### src/rtl/player2_ctrl_pkg.sv
// Shared types and screen geometry for the player-2 controller.
package player2_ctrl_pkg;

    typedef enum logic [2:0] {
        IDLE   = 3'd0,
        RIGHT1 = 3'd1,
        RIGHT2 = 3'd2,
        LEFT1  = 3'd3,
        LEFT2  = 3'd4
    } State;

    typedef enum logic [1:0] {
        DIR_NONE = 2'd0,
        DIR_R    = 2'd1,
        DIR_L    = 2'd2
    } dir_t;

    localparam int PLAYER_W  = 40;
    localparam int SCREEN_W  = 1024;
    localparam int X_MAX_DEF = SCREEN_W - PLAYER_W;

    // Opposing buttons cancel each other out.
    function automatic dir_t decode_dir(input logic left, input logic right);
        if (left && !right)
            return DIR_L;
        if (right && !left)
            return DIR_R;
        return DIR_NONE;
    endfunction

endpackage

### src/rtl/player2_jump.sv
// Vertical jump physics for player 2, advanced once per frame tick.
// Only built when PLAYER2_JUMP_EN is defined.
`ifdef PLAYER2_JUMP_EN
module player2_jump #(
    parameter int JUMP_V0 = 12,
    parameter int GRAVITY = 1
) (
    input  logic        clk,
    input  logic        rst,
    input  logic        tick,
    input  logic        btn_jump,
    output logic [11:0] ypos,
    output logic        airborne
);

    logic signed [7:0]  vy;
    logic signed [13:0] y_next;

    assign y_next = $signed({2'b00, ypos}) + $signed({{6{vy[7]}}, vy});

    always_ff @(posedge clk) begin
        if (rst) begin
            ypos     <= '0;
            vy       <= '0;
            airborne <= 1'b0;
        end else if (tick) begin
            if (!airborne) begin
                // Launch tick leaves ypos alone; landing tick cannot relaunch.
                if (btn_jump) begin
                    vy       <= 8'(JUMP_V0);
                    airborne <= 1'b1;
                end
            end else if (y_next <= 14'sd0) begin
                ypos     <= '0;
                vy       <= '0;
                airborne <= 1'b0;
            end else begin
                ypos <= y_next[11:0];
                vy   <= vy - 8'(GRAVITY);
            end
        end
    end

endmodule
`endif

### src/rtl/player2_ctrl.sv
// Player-2 per-frame motion/animation controller (vsync edge, walk FSM, xpos).
// Define PLAYER2_JUMP_EN to enable jump physics; otherwise ypos is held at 0.
module player2_ctrl
    import player2_ctrl_pkg::*;
#(
    parameter int X_INIT      = 100,
    parameter int X_MIN       = 0,
    parameter int X_MAX       = X_MAX_DEF,
    parameter int STEP        = 4,
    parameter int ANIM_FRAMES = 8,
    parameter int JUMP_V0     = 12,
    parameter int GRAVITY     = 1
) (
    input  logic        clk,
    input  logic        rst,
    input  logic        vsync,
    input  logic        btn_left,
    input  logic        btn_right,
    input  logic        btn_jump,
    output logic [11:0] xpos_player2,
    output logic [11:0] ypos_player2,
    output State        state,
    output logic        frame_tick
);

    localparam int CNT_W = (ANIM_FRAMES > 1) ? $clog2(ANIM_FRAMES) : 1;

    logic             vsync_q;
    logic [CNT_W-1:0] anim_cnt;
    dir_t             dir;
    logic             anim_last;
    logic [12:0]      x_inc;
    logic [11:0]      x_right;
    logic [11:0]      x_left;

    assign dir       = decode_dir(btn_left, btn_right);
    assign anim_last = (anim_cnt == CNT_W'(ANIM_FRAMES - 1));
    assign x_inc     = {1'b0, xpos_player2} + 13'(STEP);
    assign x_right   = (x_inc > 13'(X_MAX)) ? 12'(X_MAX) : x_inc[11:0];
    // Compare before subtracting so the left step can never wrap below zero.
    assign x_left    = ({1'b0, xpos_player2} < 13'(X_MIN + STEP)) ? 12'(X_MIN)
                                                                  : xpos_player2 - 12'(STEP);

    always_ff @(posedge clk) begin
        if (rst) begin
            vsync_q      <= 1'b0;
            frame_tick   <= 1'b0;
            xpos_player2 <= 12'(X_INIT);
            state        <= IDLE;
            anim_cnt     <= '0;
        end else begin
            vsync_q    <= vsync;
            frame_tick <= vsync & ~vsync_q;
            if (frame_tick) begin
                unique case (dir)
                    DIR_R: begin
                        xpos_player2 <= x_right;
                        if (state == RIGHT1 || state == RIGHT2) begin
                            if (anim_last) begin
                                state    <= (state == RIGHT1) ? RIGHT2 : RIGHT1;
                                anim_cnt <= '0;
                            end else begin
                                anim_cnt <= anim_cnt + 1'b1;
                            end
                        end else begin
                            state    <= RIGHT1;
                            anim_cnt <= '0;
                        end
                    end
                    DIR_L: begin
                        xpos_player2 <= x_left;
                        if (state == LEFT1 || state == LEFT2) begin
                            if (anim_last) begin
                                state    <= (state == LEFT1) ? LEFT2 : LEFT1;
                                anim_cnt <= '0;
                            end else begin
                                anim_cnt <= anim_cnt + 1'b1;
                            end
                        end else begin
                            state    <= LEFT1;
                            anim_cnt <= '0;
                        end
                    end
                    default: begin
                        state    <= IDLE;
                        anim_cnt <= '0;
                    end
                endcase
            end
        end
    end

`ifdef PLAYER2_JUMP_EN
    logic airborne;
    logic unused_airborne;

    player2_jump #(
        .JUMP_V0 (JUMP_V0),
        .GRAVITY (GRAVITY)
    ) u_jump (
        .clk      (clk),
        .rst      (rst),
        .tick     (frame_tick),
        .btn_jump (btn_jump),
        .ypos     (ypos_player2),
        .airborne (airborne)
    );

    assign unused_airborne = airborne;
`else
    localparam int unused_jump_params = JUMP_V0 + GRAVITY;
    logic unused_btn_jump;

    assign unused_btn_jump = btn_jump;
    assign ypos_player2    = '0;
`endif

endmodule
### config.mk
export PLATFORM = sky130hd
export DESIGN_NAME = player2_ctrl
export DESIGN_NICKNAME = d
export VERILOG_FILES = /design/src/rtl/player2_ctrl_pkg.sv /design/src/rtl/player2_jump.sv /design/src/rtl/player2_ctrl.sv
export SDC_FILE = /design/constraint.sdc
export NUM_CORES = 1
export LEC_CHECK = 0
export ABC_AREA = 1
export CELL_PAD_IN_SITES_DETAIL_PLACEMENT = 1
export CELL_PAD_IN_SITES_GLOBAL_PLACEMENT = 1
export CORE_UTILIZATION = 36
export DETAILED_ROUTE_END_ITERATION = 6
export HOLD_SLACK_MARGIN = 0.05
export PLACE_DENSITY_LB_ADDON = 0.1
export SYNTH_ARGS = -nofsm -noshare
export SYNTH_HDL_FRONTEND = slang
export SYNTH_HIERARCHICAL = 1
export SYNTH_SLANG_ARGS = --single-unit
### constraint.sdc
create_clock -name clk -period 4.54 [get_ports clk]
set_input_delay 1.362 -clock clk [delete_from_list [all_inputs] [get_ports clk]]
set_output_delay 1.362 -clock clk [all_outputs]
set_load 0.005 [all_outputs]
==> results.sh, run 1 <==
export IMPL_cts_buffer_depth=2
export IMPL_routed_wl_microns=3966
export IMPL_drcViolationCount=0
export IMPL_grt_max_degree=17
export IMPL_antenna_found_initial=0
export IMPL_io_pins=34
export IMPL_crit_path_max_fanout=10
export IMPL_routabilityCongestion=0.9484
export IMPL_cts_buffers=3
export IMPL_cap_violations=0
export IMPL_cpMostUsedCell="nand2_1"
export IMPL_netSwitchingPower_w=0.0001105
export IMPL_drv_slew=0
export IMPL_grt_pass1_vias=1493
export IMPL_yosys_area_top_type="dfxtp_1"
export IMPL_dr_first_iter_drc_count=81
export IMPL_multi_input_area_sq_um=844.6
export IMPL_ant_nets=0
export IMPL_numPortBuffers=18
export IMPL_worstPathArrival_ps=3160
export IMPL_rsz0062_at_grt="no"
export IMPL_first_pass_iters=5
export IMPL_fin_crit_ps=2956
export IMPL_synth_flop_cell="dfxtp_1"
export IMPL_ctsHoldBuffers=0
export IMPL_r2r_setup_slack_ps=2650
export IMPL_grt_pass1_wl_microns=6831
export IMPL_seqCellArea_sq_um=360.3
export IMPL_finClkSkew_ps=2.151
export IMPL_worst_pin_slew_ps=630.2
export IMPL_finalSetupTns_ps=0
export IMPL_critPathCaptureType="flip-flop"
export IMPL_gr_total_overflow=0
export IMPL_nNetsFinal=254
export IMPL_synth_seq_cells=18
export IMPL_cts_num_sinks=18
export IMPL_syn_inst=224
export IMPL_cts_root_buffer="clkbuf_8"
export IMPL_ctsResizeCount=0
export IMPL_coreArea_sq_um=3716
export IMPL_die_x_microns=64.70
export IMPL_drive_above_1_share=0.05417
export IMPL_slowest_delay_ps=480
export IMPL_diodes=0
export IMPL_hpwl_microns=3145
export IMPL_avgSynthCellArea_sq_um=6.317
export IMPL_cts_setup_buffers=0
export IMPL_initial_core_util=0.3808
export IMPL_status="finished clean"
export IMPL_ys_seq_area_frac=0.2546
export IMPL_startpoint_type="input port"
export IMPL_p_int_w=0.0002708
export IMPL_crit_required_ps=4740
export IMPL_path_clk_slew_ps=70
export IMPL_vias_per_cell=4.931
export IMPL_clock_latency_ps=250
export IMPL_ys_top_cells_by_area="dfxtp_1 (25%), nand2_1 (13%), buf_4 (8.0%)"
export IMPL_yosys_warnings=6
export IMPL_p_total_w=0.0003813
export IMPL_slew_headroom=0.5786
export IMPL_clock_fmax_mhz=338.3
export IMPL_setup_violations=0
export IMPL_netlist_top_cells_count="nand2_1 (48), inv_1 (29), nor2_1 (23)"
export IMPL_cts_tree="done"
export IMPL_cts_max_level=1
export IMPL_die_area_sq_um=4185
export IMPL_p_clk_frac=0.347
export IMPL_cp_cell_sequence="clkdlybuf4s50_1 > ha_1 > inv_1 > nor2_2 > inv_2 > o21ai_0 > nand2_1 > nand2_1"
export IMPL_vias=1420
export IMPL_rows=22
export IMPL_hold_viol_final=0
export IMPL_vdd_drop_max_uv=106.9
export IMPL_grt_total_usage=0.2081
export IMPL_leakagePower_nw=0.7423
export IMPL_power_density_nw_per_um2=234.8
export IMPL_async_flop_share=0
export IMPL_yosysMostFrequentCell="nand2_1"
export IMPL_fill_cells=507
export IMPL_die_height_microns=64.70
export IMPL_yosys_area_top_type_share=0.2546
export IMPL_ys_types=27
export IMPL_slowest_stage="clkdlybuf4s50_1"
export IMPL_syn2layout_area_growth_pct=14.77
export IMPL_period_share=0.6510
export IMPL_combinationalPowerShare=0.194
export IMPL_critical_path_class="in2reg"
export IMPL_p_seq_frac=0.458
export IMPL_wl_per_cell_microns=13.77
export IMPL_p_sw_frac=0.2897
export IMPL_min_path_type="reg2reg"
export IMPL_synth_cell_area_sq_um=1415
export IMPL_synth_edf_count=0
## power by group through the flow
stage	logic [W]	clock network [W]	registers (W)
6_report	0.0000740	0.000132	0.000175
5_1_grt	0.0000847	0.000147	0.000176
4_1_cts	0.0000748	0.000140	0.000175
3_5_place_dp	0.0000741	0	0.000179
3_3_place_gp	0.0000721	0	0.000178
2_1_floorplan	0.0000586	0	0.000174
## metrics by stage
stage | hold WS (ps) | cell area, sq um | util | cells | setup slack [ps]
floorplan | 374.4 | 1464 | - | 237 | 2057
global placement | 383.1 | 1569 | 0.4222 | 284 | 1271
detailed placement | 399.0 | 1569 | 0.4222 | 284 | 1304
CTS | 417.1 | 1624 | 0.4370 | 288 | 1542
global route | 428.3 | 1624 | 0.4370 | 288 | 1346
finish | 414.4 | 1624 | 0.4370 | 288 | 1584
## sequential cells by signal, summed over array words and instances (netlist names)
signal / cells
frame_tick: 1
state: 3
vsync_q: 1
xpos_player2: 10
anim_cnt: 3
## worst paths after layout
kind	start	end	cells past startpoint
setup / recovery	btn_left	xpos_player2[5]	8
hold / removal	vsync_q	frame_tick	1
hold reg to reg	vsync_q	frame_tick	1
setup reg to reg	xpos_player2[2]	xpos_player2[7]	12
## area by class of cell
cell class,count,area share
sequential,18,0.2219
tap,48,0.03698
inverter,31,0.07165
multi-input combinational,168,0.5200
timing repair buffer,19,0.1156
clock buffer,4,0.03390
## per-layer routing
layer	vias up	GRT usage	routed length, microns
li1	716	-	-
met1	677	0.2479	1776
met2	21	0.3908	2043
met3	6	0.01585	82
met4	0	0.06389	63
met5	-	0	0
## critical path, delay by kind of cell
kind,cells,cell delay (ps)
AO/OA/AOI/OAI,1,180
adder cells (fa/ha/maj),1,390
buffers and inverters,3,750
AND/OR/NAND/NOR,3,480
## cells in the final DEF (no fill, tap or decap), drive strengths merged
| cell | instances |
|---|---|
| nand2 | 50 |
| inv | 30 |
| nor2 | 27 |
| nand3 | 19 |
| a21oi | 19 |
| dfxtp | 18 |
| clkdlybuf4s50 | 18 |
| conb | 14 |
| o21ai | 12 |
| xor2 | 7 |
| ha | 7 |
| nand4 | 4 |
| clkbuf | 4 |
| nor3 | 3 |
| a211oi | 2 |
| clkinv | 1 |
| o21a | 1 |
| o31ai | 1 |
| a31oi | 1 |
| o21bai | 1 |
| buf | 1 |
## kinds of logic after synthesis
| logic type | Yosys count | share of synthesized area |
|---|---|---|
| AOI/OAI and AO/OA | 37 | 0.1406 |
| other | 1 | 0.002650 |
| DFF | 18 | 0.2546 |
| adders and majority gates | 7 | 0.06189 |
| and+or+nand+nor | 103 | 0.3139 |
| xor gates and xnor gates | 7 | 0.04333 |
| buffers and inverters | 51 | 0.1830 |
Power figures use the tool's default switching activity.
==> inputs of run 2 (changes only) <==
Settings changed: CORE_UTILIZATION 36 to 34.
Clock period 4.54 ns to 3 ns, I/O delays scaled along.
==> run 2 against run 1 <==
Non-clock buffer count grew 3. Cell area up 1.5%. Wire length down 6.5%. Count of clock-buffer cells in the layout did not move. Clock skew fell by 1.5 ps. First-iteration DRC count down 31%. Critical path depth did not move. Sequential share of layout area shrank 0.34 points. Die area up 5.7%. Largest power group unchanged.
==> results.sh, run 2 (synthesis gave the netlist of run 1 again) <==
export IMPL_io_pins=34
export IMPL_routed_wl_microns=3707
export IMPL_p_total_w=0.0005774
export IMPL_largest_reg_flops=10
export IMPL_die_height_microns=66.52
export IMPL_finClkSkew_ps=0.6609
export IMPL_die_area_sq_um=4424
export IMPL_layout_common_cells="nand2_1 (48), inv_1 (29), nor2_1 (23)"
export IMPL_startpoint_type="input port"
export IMPL_dr_first_iter_drc_count=56
export IMPL_hold_viol_final=0
export IMPL_vias_per_cell=4.782
export IMPL_setup_violations=0
export IMPL_antenna_found_initial=0
export IMPL_hpwl_microns=2909
export IMPL_ctsResizeCount=0
export IMPL_cts_tree="done"
export IMPL_ant_nets=0
export IMPL_vdd_drop_max_uv=221.5
export IMPL_critPathCaptureType="flip-flop"
export IMPL_path_clk_slew_ps=70
export IMPL_routabilityCongestion=0.8310
export IMPL_crit_path_max_fanout=10
export IMPL_cts_max_level=1
export IMPL_vias=1401
export IMPL_nNetsFinal=257
export IMPL_leakagePower_nw=0.7575
export IMPL_clock_fmax_mhz=425.2
export IMPL_cts_buffers=3
export IMPL_cpMostUsedCell="nand2_1"
export IMPL_grt_max_degree=12
export IMPL_period_share=0.7839
export IMPL_syn2layout_area_growth_pct=16.53
export IMPL_finalSetupTns_ps=0
export IMPL_fin_util=0.4123
export IMPL_cts_buffer_depth=2
export IMPL_drive_above_1_share=0.06584
export IMPL_crit_required_ps=3200
export IMPL_rows=23
export IMPL_first_pass_iters=4
export IMPL_wl_per_cell_microns=12.65
export IMPL_slowest_delay_ps=480
export IMPL_rsz0062_at_grt="no"
export IMPL_drcViolationCount=0
export IMPL_grt_pass1_wl_microns=6306
export IMPL_cp_cell_sequence="clkdlybuf4s50_1 > inv_1 > ha_1 > nor2_2 > clkinv_1 > a211oi_1 > nand2_1 > nand2_1"
export IMPL_fill_cells=552
export IMPL_grt_total_usage=0.1887
export IMPL_cts_root_buffer="clkbuf_8"
export IMPL_fin_crit_ps=2352
export IMPL_coreArea_sq_um=4000
export IMPL_final_common_cell="nand2_1"
export IMPL_clock_latency_ps=250
export IMPL_status="finished clean"
export IMPL_drv_slew=0
export IMPL_diodes=0
export IMPL_cts_num_sinks=18
export IMPL_worstPathArrival_ps=2550
export IMPL_cap_violations=0
export IMPL_largest_register="xpos_player2"
export IMPL_gr_total_overflow=0
export IMPL_cts_setup_buffers=0
export IMPL_reg_largest_list="xpos_player2 x10, anim_cnt x3, state x3"
export IMPL_grt_pass1_vias=1375
export IMPL_critical_path_class="in2reg"
export IMPL_crit_family="buffers and inverters"
export IMPL_power_density_nw_per_um2=350.1
export IMPL_ctsHoldBuffers=0
export IMPL_path_buf_inv=3
export IMPL_initial_core_util=0.3538
export IMPL_die_x_microns=66.52
export IMPL_min_path_type="reg2reg"
export IMPL_numPortBuffers=18
export IMPL_slowest_stage="clkdlybuf4s50_1"
-- run 2: final cells by class --
| class | count | area (sq um) | area share |
|---|---|---|---|
| sequential | 18 | 360.3 | 0.2185 |
| clock buffer | 4 | 55.05 | 0.03338 |
| timing repair buffer | 22 | 210.2 | 0.1275 |
| inverter | 31 | 116.4 | 0.07056 |
| tap | 50 | 62.56 | 0.03794 |
| multi-input combinational | 168 | 844.6 | 0.5121 |
-- run 2: worst reg2reg max path: stages, from the launching register on --
cell     delay, ps
dfxtp_1        500
inv_1          150
ha_1           270
nand4_1        110
nor2_1          80
nor2_2         290
inv_2           70
o21ai_0        220
nand2_1         80
nand2_1         60
-- run 2: worst paths after layout --
kind                                       from              end  slack, ps  cells after the start
worst max register to register  xpos_player2[2]  xpos_player2[5]       1120                      9
worst min-delay path                    vsync_q       frame_tick        390                      1
worst max-delay path                   btn_left  xpos_player2[2]        650                      8
worst min register to register          vsync_q       frame_tick        390                      1
-- run 2: stage by stage --
| step | std cells | worst slack [ps] | hold WS [ps] | instance area (sq um) |
|---|---|---|---|---|
| finish | 293 | 648.3 | 388.0 | 1649 |
| global route | 293 | 500.4 | 403.0 | 1649 |
| CTS | 293 | 626.8 | 392.3 | 1649 |
| detailed placement | 289 | 373.3 | 382.1 | 1594 |
| global placement | 289 | 380.3 | 380.3 | 1594 |
| floorplan | 237 | 978.8 | 374.4 | 1464 |
-- run 2: metal layers --
layer / vias up / track usage / routed length [microns]
met5: - / 0 / 0
met4: 0 / 0.05585 / 42
met3: 4 / 0.01541 / 69
met2: 20 / 0.3278 / 1743
met1: 650 / 0.2459 / 1851
li1: 727 / - / -
-- run 2: power breakdown --
part	switching (W)	leakage (nW)	total (W)	internal (W)
registers	0.0000167	0.147	0.000265	0.000248
logic	0.0000668	0.582	0.000114	0.0000474
clock network	0.0000818	0.0288	0.000198	0.000117
total	0.000165	0.758	0.000577	0.000412
==> inputs of run 3 (changes only) <==
Settings changed: CORE_UTILIZATION 34 to 30.
Clock period 3 ns to 2 ns, I/O delays scaled along.
==> run 3 against run 2 <==
The run now ends with design-rule violations left. Die area is 13% higher. Critical path type is now reg2out. Global-route usage is 1.5 points lower. First-iteration DRC count is 30% lower. Non-clock buffer count is 11 higher.
==> results.sh, run 3 (synthesis gave the netlist of run 1 again) <==
export IMPL_path_clk_slew_ps=70
export IMPL_die_x_microns=70.68
export IMPL_grt_pass1_vias=1415
export IMPL_power_density_nw_per_um2=512.3
export IMPL_fin_crit_ps=1913
export IMPL_critPathCaptureType="output pin"
export IMPL_nNetsFinal=268
export IMPL_critical_path_class="reg2out"
export IMPL_reg_largest_list="xpos_player2 x10, anim_cnt x3, state x3"
export IMPL_leakagePower_nw=0.8217
export IMPL_antenna_found_initial=0
export IMPL_seqCellArea_sq_um=366.6
export IMPL_fin_area_sq_um=1765
export IMPL_setup_violations=0
export IMPL_vias_per_cell=4.654
export IMPL_cp_depth=1
export IMPL_initial_core_util=0.3184
export IMPL_worstPathArrival_ps=1310
export IMPL_cp_cell_sequence="clkdlybuf4s50_1"
export IMPL_combinationalPowerShare=0.210
export IMPL_routabilityCongestion=0.8084
export IMPL_path_buf_inv=1
export IMPL_drive_above_1_share=0.1378
export IMPL_multi_input_area_sq_um=867.1
export IMPL_crit_path_max_fanout=7
export IMPL_layout_common_cells="nand2_1 (48), inv_1 (28), nor2_1 (23)"
export IMPL_die_height_microns=70.68
export IMPL_largest_reg_flops=10
export IMPL_clock_latency_ps=270
export IMPL_coreArea_sq_um=4444
export IMPL_p_clk_frac=0.349
export IMPL_cts_num_sinks=18
export IMPL_status="complete, but fails checks"
export IMPL_cts_buffers=3
export IMPL_period_share=0.9565
export IMPL_min_path_type="reg2reg"
export IMPL_min_path_cells=1
export IMPL_hold_viol_final=0
export IMPL_finClkSkew_ps=7.159
export IMPL_p_seq_frac=0.441
export IMPL_ant_nets=0
export IMPL_cts_max_level=1
export IMPL_gr_total_overflow=0
export IMPL_final_common_cell="nand2_1"
export IMPL_p_int_w=0.0006343
export IMPL_grt_max_degree=11
export IMPL_violations="design-rule violations"
export IMPL_die_area_sq_um=4996
export IMPL_cts_tree="done"
export IMPL_fill_cells=602
export IMPL_ctsHoldBuffers=0
export IMPL_dpl_cell_area_sq_um=1679
export IMPL_cts_buffer_depth=2
export IMPL_routed_wl_microns=3957
export IMPL_slowest_stage="clkdlybuf4s50_1"
export IMPL_first_pass_iters=6
export IMPL_startpoint_type="flip-flop"
export IMPL_finalSetupTns_ps=0
export IMPL_io_pins=34
export IMPL_wl_per_cell_microns=12.93
export IMPL_diodes=0
export IMPL_crit_family="buffers and inverters"
export IMPL_rows=24
export IMPL_grt_total_usage=0.1740
export IMPL_largest_register="xpos_player2"
export IMPL_vias=1424
export IMPL_crit_required_ps=1400
export IMPL_netSwitchingPower_w=0.0002702
export IMPL_drcViolationCount=2
export IMPL_hpwl_microns=3064
export IMPL_numPortBuffers=18
export IMPL_p_sw_frac=0.2987
export IMPL_dr_first_iter_drc_count=39
export IMPL_cap_violations=0
export IMPL_whs_ps=391.3
export IMPL_syn2layout_area_growth_pct=24.76
export IMPL_cts_root_buffer="clkbuf_8"
export IMPL_worstRegToRegCells=12
export IMPL_clock_fmax_mhz=522.7
export IMPL_slowest_delay_ps=560
export IMPL_vdd_drop_max_uv=310.1
export IMPL_drv_slew=0
export IMPL_grt_pass1_wl_microns=6630
-- run 3: final cells by class --
cell class              count  area share
multi-input cells         168      0.4911
flip-flops and latches     18      0.2077
repair buffers             33      0.1673
inverters                  31     0.06591
well taps                  52     0.03685
clock buffers               4     0.03118
-- run 3: path summary, 6_finish.rpt --
| kind | start | end | slack [ps] |
|---|---|---|---|
| worst max-delay path | xpos_player2[6] | xpos_player2[6] | 90 |
| worst min-delay path | vsync_q | frame_tick | 390 |
| worst max register to register | xpos_player2[2] | xpos_player2[4] | 270 |
| worst min register to register | vsync_q | frame_tick | 390 |
-- run 3: repair_timing --
action,in CTS,in global routing
buffers inserted,0,0
gates resized for setup,0,10
hold endpoints to repair,0,0
endpoints found under the setup margin,0,13
-- run 3: stage by stage --
stage / total power, W / worst slack (ps) / utilization / std cells
CTS: 0.0009067 / 19.01 / 0.3902 / 306
global route: 0.0009554 / -2.951 / 0.3972 / 306
floorplan: 0.0005275 / 278.8 / - / 237
finish: 0.0009045 / 86.95 / 0.3972 / 306
global placement: 0.0005897 / -215.6 / 0.3778 / 302
detailed placement: 0.0005905 / -237.6 / 0.3778 / 302
-- run 3: routing by layer --
metal	track usage	vias to the layer above	wire, microns
met3	0.02991	5	124
met2	0.2863	24	1834
met1	0.2249	648	1932
met4	0.07333	0	65
li1	-	747	-
met5	0	-	0
-- run 3: power groups by stage --
stage | combinational [W] | sequential [W] | clock [W]
2_1_floorplan | 0.000133 | 0.000395 | 0
3_5_place_dp | 0.000185 | 0.000406 | 0
3_3_place_gp | 0.000184 | 0.000406 | 0
6_report | 0.000190 | 0.000399 | 0.000316
4_1_cts | 0.000186 | 0.000397 | 0.000323
5_1_grt | 0.000217 | 0.000402 | 0.000337
